### config.mk
export PLATFORM = sky130hd
export DESIGN_NAME = fifo_word_packer
export DESIGN_NICKNAME = d
export VERILOG_FILES = /design/src/rtl/fifo_pkg.sv /design/src/rtl/pack_idle_timer.sv /design/src/rtl/fifo_word_packer.sv
export SDC_FILE = /design/constraint.sdc
export NUM_CORES = 1
export LEC_CHECK = 0
export CAP_MARGIN = 20
export CORE_MARGIN = 1.5
export CORE_UTILIZATION = 54
export DETAILED_ROUTE_END_ITERATION = 8
export GPL_ROUTABILITY_DRIVEN = 0
export GPL_TIMING_DRIVEN = 0
export PLACE_DENSITY = 0.82
export SLEW_MARGIN = 0
export SYNTH_ARGS = -nofsm -noshare
export SYNTH_HDL_FRONTEND = slang
export SYNTH_SLANG_ARGS = --single-unit
### constraint.sdc
create_clock -name PCLK -period 6.6 [get_ports PCLK]
set_clock_uncertainty 0.2 [all_clocks]
set_input_delay 1.32 -clock PCLK [delete_from_list [all_inputs] [get_ports PCLK]]
set_output_delay 1.32 -clock PCLK [all_outputs]
set_load 0.05 [all_outputs]
### src/rtl/fifo_pkg.sv
// Shared types and helpers for the FIFO byte-to-word packer.
// The lane geometry here is the default one; the top derives its own from its parameters.
package fifo_pkg;

    localparam int WORD_WIDTH      = 32;
    localparam int DFLT_DATA_WIDTH = 8;
    localparam int BPW             = WORD_WIDTH / DFLT_DATA_WIDTH;

    typedef enum logic {FILL, HOLD} pack_state_t;

    // Bit-level mask covering the lowest n lanes of lane_w bits each.
    function automatic logic [WORD_WIDTH-1:0] bytes_to_mask(input int unsigned n,
                                                            input int unsigned lane_w);
        logic [WORD_WIDTH-1:0] m;
        m = '0;
        for (int unsigned i = 0; i < WORD_WIDTH; i++) begin
            m[i] = ((i / lane_w) < n);
        end
        return m;
    endfunction

endpackage

### src/rtl/pack_idle_timer.sv
// Idle counter for the word packer: counts enabled cycles since the last clear.
// It pulses expire on the cycle the count reaches TIMEOUT-1. TIMEOUT=0 never expires.
module pack_idle_timer #(
    parameter int TIMEOUT = 16
) (
    input  logic PCLK,
    input  logic PRESET,
    input  logic clr,
    input  logic en,
    output logic expire
);

    localparam int TW = (TIMEOUT > 1) ? $clog2(TIMEOUT) : 1;
    localparam logic [TW-1:0] TC = TW'((TIMEOUT > 0) ? TIMEOUT - 1 : 0);

    logic [TW-1:0] idle_cnt;

    always_ff @(posedge PCLK or posedge PRESET) begin
        if (PRESET) begin
            idle_cnt <= '0;
        end else if (clr) begin
            idle_cnt <= '0;
        end else if (en && (idle_cnt != TC)) begin
            idle_cnt <= idle_cnt + 1'b1;
        end
    end

    // A read issued this cycle wins over expiry so the incoming byte is never lost.
    assign expire = (TIMEOUT != 0) && en && !clr && (idle_cnt == TC);

endmodule

### src/rtl/fifo_word_packer.sv
// Drains bytes from the FIFO read port and packs them little-endian into 32-bit words.
// Partial words go out on flush_req or after TIMEOUT idle cycles.
//
// state | meaning
// FILL  | issuing FIFO reads and capturing bytes into lanes
// HOLD  | word presented on out_*, waiting for out_ready
module fifo_word_packer
    import fifo_pkg::*;
#(
    parameter int DATA_WIDTH = 8,
    parameter int TIMEOUT    = 16,
    parameter int CNT_WIDTH  = 16
) (
    input  logic                  PCLK,
    input  logic                  PRESET,
    input  logic                  fifo_empty,
    output logic                  fifo_rd_en,
    input  logic [DATA_WIDTH-1:0] fifo_rd_data,
    input  logic                  flush_req,
    output logic                  out_valid,
    input  logic                  out_ready,
    output logic [31:0]           out_data,
    output logic [2:0]            out_bytes,
    output logic [CNT_WIDTH-1:0]  word_cnt
);

    localparam int LANES = WORD_WIDTH / DATA_WIDTH;
    localparam int LW    = $clog2(LANES) + 1;
    localparam logic [LW-1:0] LANES_W = LW'(LANES);

    pack_state_t           state, state_nxt;
    logic [LW-1:0]         lane_cnt, lane_cnt_nxt;
    logic [LW-1:0]         in_flight;
    logic                  pend;
    logic                  flush_pend, flush_pend_nxt;
    logic [WORD_WIDTH-1:0] lanes, lanes_nxt;
    logic [2:0]            out_bytes_nxt;
    logic [CNT_WIDTH-1:0]  word_cnt_nxt;
    logic                  idle_clr, idle_en, idle_expire;

    assign in_flight = lane_cnt + LW'(pend);

    // Reads are blocked during reset so no FIFO byte is consumed and then discarded.
    assign fifo_rd_en = !PRESET && (state == FILL) && !fifo_empty &&
                        (in_flight < LANES_W) && !flush_pend;

    assign idle_clr = fifo_rd_en || pend || (state != FILL);
    assign idle_en  = (state == FILL) && (lane_cnt != '0) && !pend;

    pack_idle_timer #(
        .TIMEOUT (TIMEOUT)
    ) u_idle_timer (
        .PCLK   (PCLK),
        .PRESET (PRESET),
        .clr    (idle_clr),
        .en     (idle_en),
        .expire (idle_expire)
    );

    always_ff @(posedge PCLK or posedge PRESET) begin
        if (PRESET) begin
            state      <= FILL;
            lane_cnt   <= '0;
            pend       <= 1'b0;
            flush_pend <= 1'b0;
            lanes      <= '0;
            out_bytes  <= '0;
            word_cnt   <= '0;
        end else begin
            state      <= state_nxt;
            lane_cnt   <= lane_cnt_nxt;
            pend       <= fifo_rd_en;
            flush_pend <= flush_pend_nxt;
            lanes      <= lanes_nxt;
            out_bytes  <= out_bytes_nxt;
            word_cnt   <= word_cnt_nxt;
        end
    end

    always_comb begin
        state_nxt      = state;
        lane_cnt_nxt   = lane_cnt;
        flush_pend_nxt = flush_pend;
        lanes_nxt      = lanes;
        out_bytes_nxt  = out_bytes;
        word_cnt_nxt   = word_cnt;

        case (state)
            FILL: begin
                if (pend) begin
                    lanes_nxt[int'(lane_cnt)*DATA_WIDTH +: DATA_WIDTH] = fifo_rd_data;
                    lane_cnt_nxt = lane_cnt + 1'b1;
                end
                if (flush_req && (in_flight != '0)) begin
                    flush_pend_nxt = 1'b1;
                end
                // Full word takes priority; a flush waits for any outstanding capture.
                if (pend && (lane_cnt_nxt == LANES_W)) begin
                    state_nxt     = HOLD;
                    out_bytes_nxt = 3'(LANES);
                end else if ((flush_pend && !pend) || idle_expire) begin
                    state_nxt     = HOLD;
                    out_bytes_nxt = 3'(lane_cnt);
                end
            end
            HOLD: begin
                if (out_ready) begin
                    state_nxt      = FILL;
                    lane_cnt_nxt   = '0;
                    flush_pend_nxt = 1'b0;
                    lanes_nxt      = '0;
                    out_bytes_nxt  = '0;
                    word_cnt_nxt   = word_cnt + 1'b1;
                end
            end
            default: state_nxt = FILL;
        endcase
    end

    assign out_valid = (state == HOLD);
    assign out_data  = lanes & bytes_to_mask(32'(out_bytes), DATA_WIDTH);

endmodule

==> impl_metrics.yaml <==
grt:
  use_met3_pct: 4.431
  grt_pass1_wl_mm: 11.45
  met1_usage_pct: 32.77
  use_met2_pct: 41.70
  grt-ovfl-total: 0
  grt_pass1_vias: 2357
  antenna_found_initial: 0
  grt.busiest_layer: "met2"
  grtUsageTotal_pct: 24.90
  grt_max_degree: 38
worst_setup_path:
  r2r_slack_ns: 3.40
  path_class: "input port to output pin"
  cp-start-kind: "input port"
  reg2reg_depth: 8
  path_max_fanout: 3
  worstPathRequired_ns: 5.08
  timing.rr.end: "lanes[10]"
  worstSetupEndpointType: "output pin"
  arrival_ns: 3.24
  timing.rr.start: "lane_cnt[0]"
finish:
  stdcell_count: 424
  syn2layout_area_growth_pct: 31.54
  fillers: 393
  n_antenna_cell: 0
  drive_above_1_share_pct: 5.650
  layout.nets: 372
drt:
  first_pass_iters: 5
  dr.first_iter.drc_count: 138
  drt-total-wl_mm: 6.663
  viasPerCell: 5.557
  vias: 2356
  antenna_left: 0
  drcViolationCount: 0
  wl_per_cell_um: 15.71
min_path:
  hold_class: "flip-flop to flip-flop"
  min_from: "word_cnt[15]"
  min_delay_path_depth: 1
  hold_end: "word_cnt[15]"
cts:
  path_clk_slew_ns: 0.06
  clock_latency_ns: 0.32
  cts.sinks: 61
  cts_setup_buffers: 0
  clockRootBuffer: "clkbuf_8"
  postCtsHoldBufs: 0
  clockBufferDepth: 2
  cts.htree.levels: 3
  numCtsBuffers: 9
  cts_tree: "yes"
  post_cts_resized: 0
floorplanning:
  start_util_pct: 56.57
  rows: 26
  die_w_um: 76.38
  die_y_um: 76.38
  dieArea_mm2: 0.005834
  core_mm2: 0.005140
  ios: 66
pwr:
  vdd_drop_max_mv: 0.1822
  power_mw: 1.201
  leakage_nw: 1.692
  powerDensity_mw_per_mm2: 314.0
placed_design:
  dpl.cell_count: 409
  hpwl_mm: 4.737
  port_buffers: 65
timing:
  tns_ns: 0
  slew_headroom_pct: 37.77
  rsz0062_at_grt: "false"
  layout_min_cycle_time_ns: 4.760
  finalSetupViolCount: 0
  final-max-slew-violation-count: 0
  final_hold_viol_count: 0
  finalCritPeriodShare_pct: 72.12
  fmax_mhz: 210.1
  worstMarginPinSlew_ns: 0.9263
synth:
  syn_area_per_cell_um2: 10.65
  synth.cell_area_mm2: 0.002908
  yosys.area_share.adder_pct: 3.873
  synth_top_cell_by_area: "dfrtp_1"
  synth-simple-area-share_pct: 20.87
  yosysMostFrequentCell: "dfrtp_1"
  ys_async_sr_fraction_pct: 100.0
  synth_top_family_by_area: "simple AND/OR/NAND/NOR gates"
  ys_ff_latch: 61
  syn-num-nets: 295
  yosysWarnings: 0
  synth_ff_type: "dfrtp_1"
  syn_inst: 273
  ys_top_cells_by_area: "dfrtp_1 (52%), a22o_1 (7.2%), nor2b_1 (5.8%)"
  synth-xor-area-share_pct: 6.024
  synth_top_area_share_pct: 52.50
  synth_compound_area_share_pct: 12.78
  netlist_top_cells_count: "dfrtp_1 (61), nor2b_1 (27), a22o_1 (24)"
  ys_seq_area_share_pct: 52.50
  synth_edf_count: 0
  muxShareOfSynthArea_pct: 0.3442
  yosysUniqueCellTypes: 38
run_status:
  status: "complete, no violations"
job:
  max_cap_violations: 0
metal layers:
metal | wire [µm] | vias up | share of wire [%]
li1 | - | 1111 | -
met1 | 2899 | 1154 | 44
met2 | 3310 | 77 | 50
met3 | 337 | 14 | 5.1
met4 | 116 | 0 | 1.7
met5 | 0 | - | 0
layout make-up:
type                            count  area (µm²)  share of cell area (%)
Inverter                           16       60.06                   1.570
Multi-Input combinational cell    186        1276                   33.37
Clock inverter                      2       10.01                  0.2617
Tap cell                           70       87.58                   2.290
Clock buffer                       13       148.9                   3.893
Sequential cell                    61        1526                   39.91
Timing Repair Buffer               66       670.6                   17.53
Buffer                             10       45.04                   1.178
worst max-delay path, cell delays in order:
cell	delay (ns)
clkdlybuf4s50_1	0.43
or4_4	0.49
nor2_1	0.16
clkdlybuf4s50_1	0.83
kinds of logic after synthesis:
family                   after synthesis
AND/OR/NAND/NOR                      107
multiplexers                           1
AO/OA/AOI/OAI                         49
adder cells (fa/ha/maj)                9
XOR/XNOR                              20
flip-flops                            61
buffers and inverters                 26
sequential cells by signal, indices dropped and copies added, names as in the netlist:
name	cells
u_idle_timer.idle_cnt	4
flush_pend	1
pend	1
word_cnt	16
out_valid	1
lane_cnt	3
out_bytes	3
lanes	32
how the worst max path moves through the flow:
stage	to	cells after the start	slack, ns	startpoint
final	fifo_rd_en	4	1.84	PRESET
after global routing	fifo_rd_en	4	1.78	PRESET
after CTS	fifo_rd_en	4	1.83	PRESET
after detailed placement	fifo_rd_en	4	1.83	PRESET
after global placement	fifo_rd_en	4	1.87	PRESET
after floorplan	fifo_rd_en	2	2.59	PRESET
cell usage in the layout, fill, tap and decap left out, types with 4 or more instances in the layout:
| cell | count |
|---|---|
| nor2_1 | 13 |
| a22o_1 | 24 |
| clkbuf_1 | 12 |
| dfrtp_1 | 61 |
| xnor2_1 | 9 |
| nor3_1 | 5 |
| nand2_1 | 16 |
| ha_1 | 9 |
| and2_1 | 9 |
| nand3_1 | 16 |
| nand4_1 | 4 |
| clkdlybuf4s50_1 | 65 |
| o21ai_0 | 9 |
| nor2b_1 | 27 |
| inv_1 | 15 |
| xor2_1 | 11 |
| clkbuf_8 | 10 |
power breakdown:
group | internal, mW | switching (mW)
Clock | 0.144 | 0.131
Combinational | 0.159 | 0.288
Sequential | 0.426 | 0.0542
per-stage QoR:
stage,worst slack (ns),area [µm²],utilization (%),hold WS [ns]
2_1_floorplan,2.586,2908,-,0.2608
3_3_place_gp,1.869,3646,70.93,0.2583
3_5_place_dp,1.827,3666,71.32,0.2648
4_1_cts,1.831,3825,74.42,0.2729
5_1_grt,1.783,3825,74.42,0.3107
6_report,1.840,3825,74.42,0.2718
(Power assumes the default switching activity.)
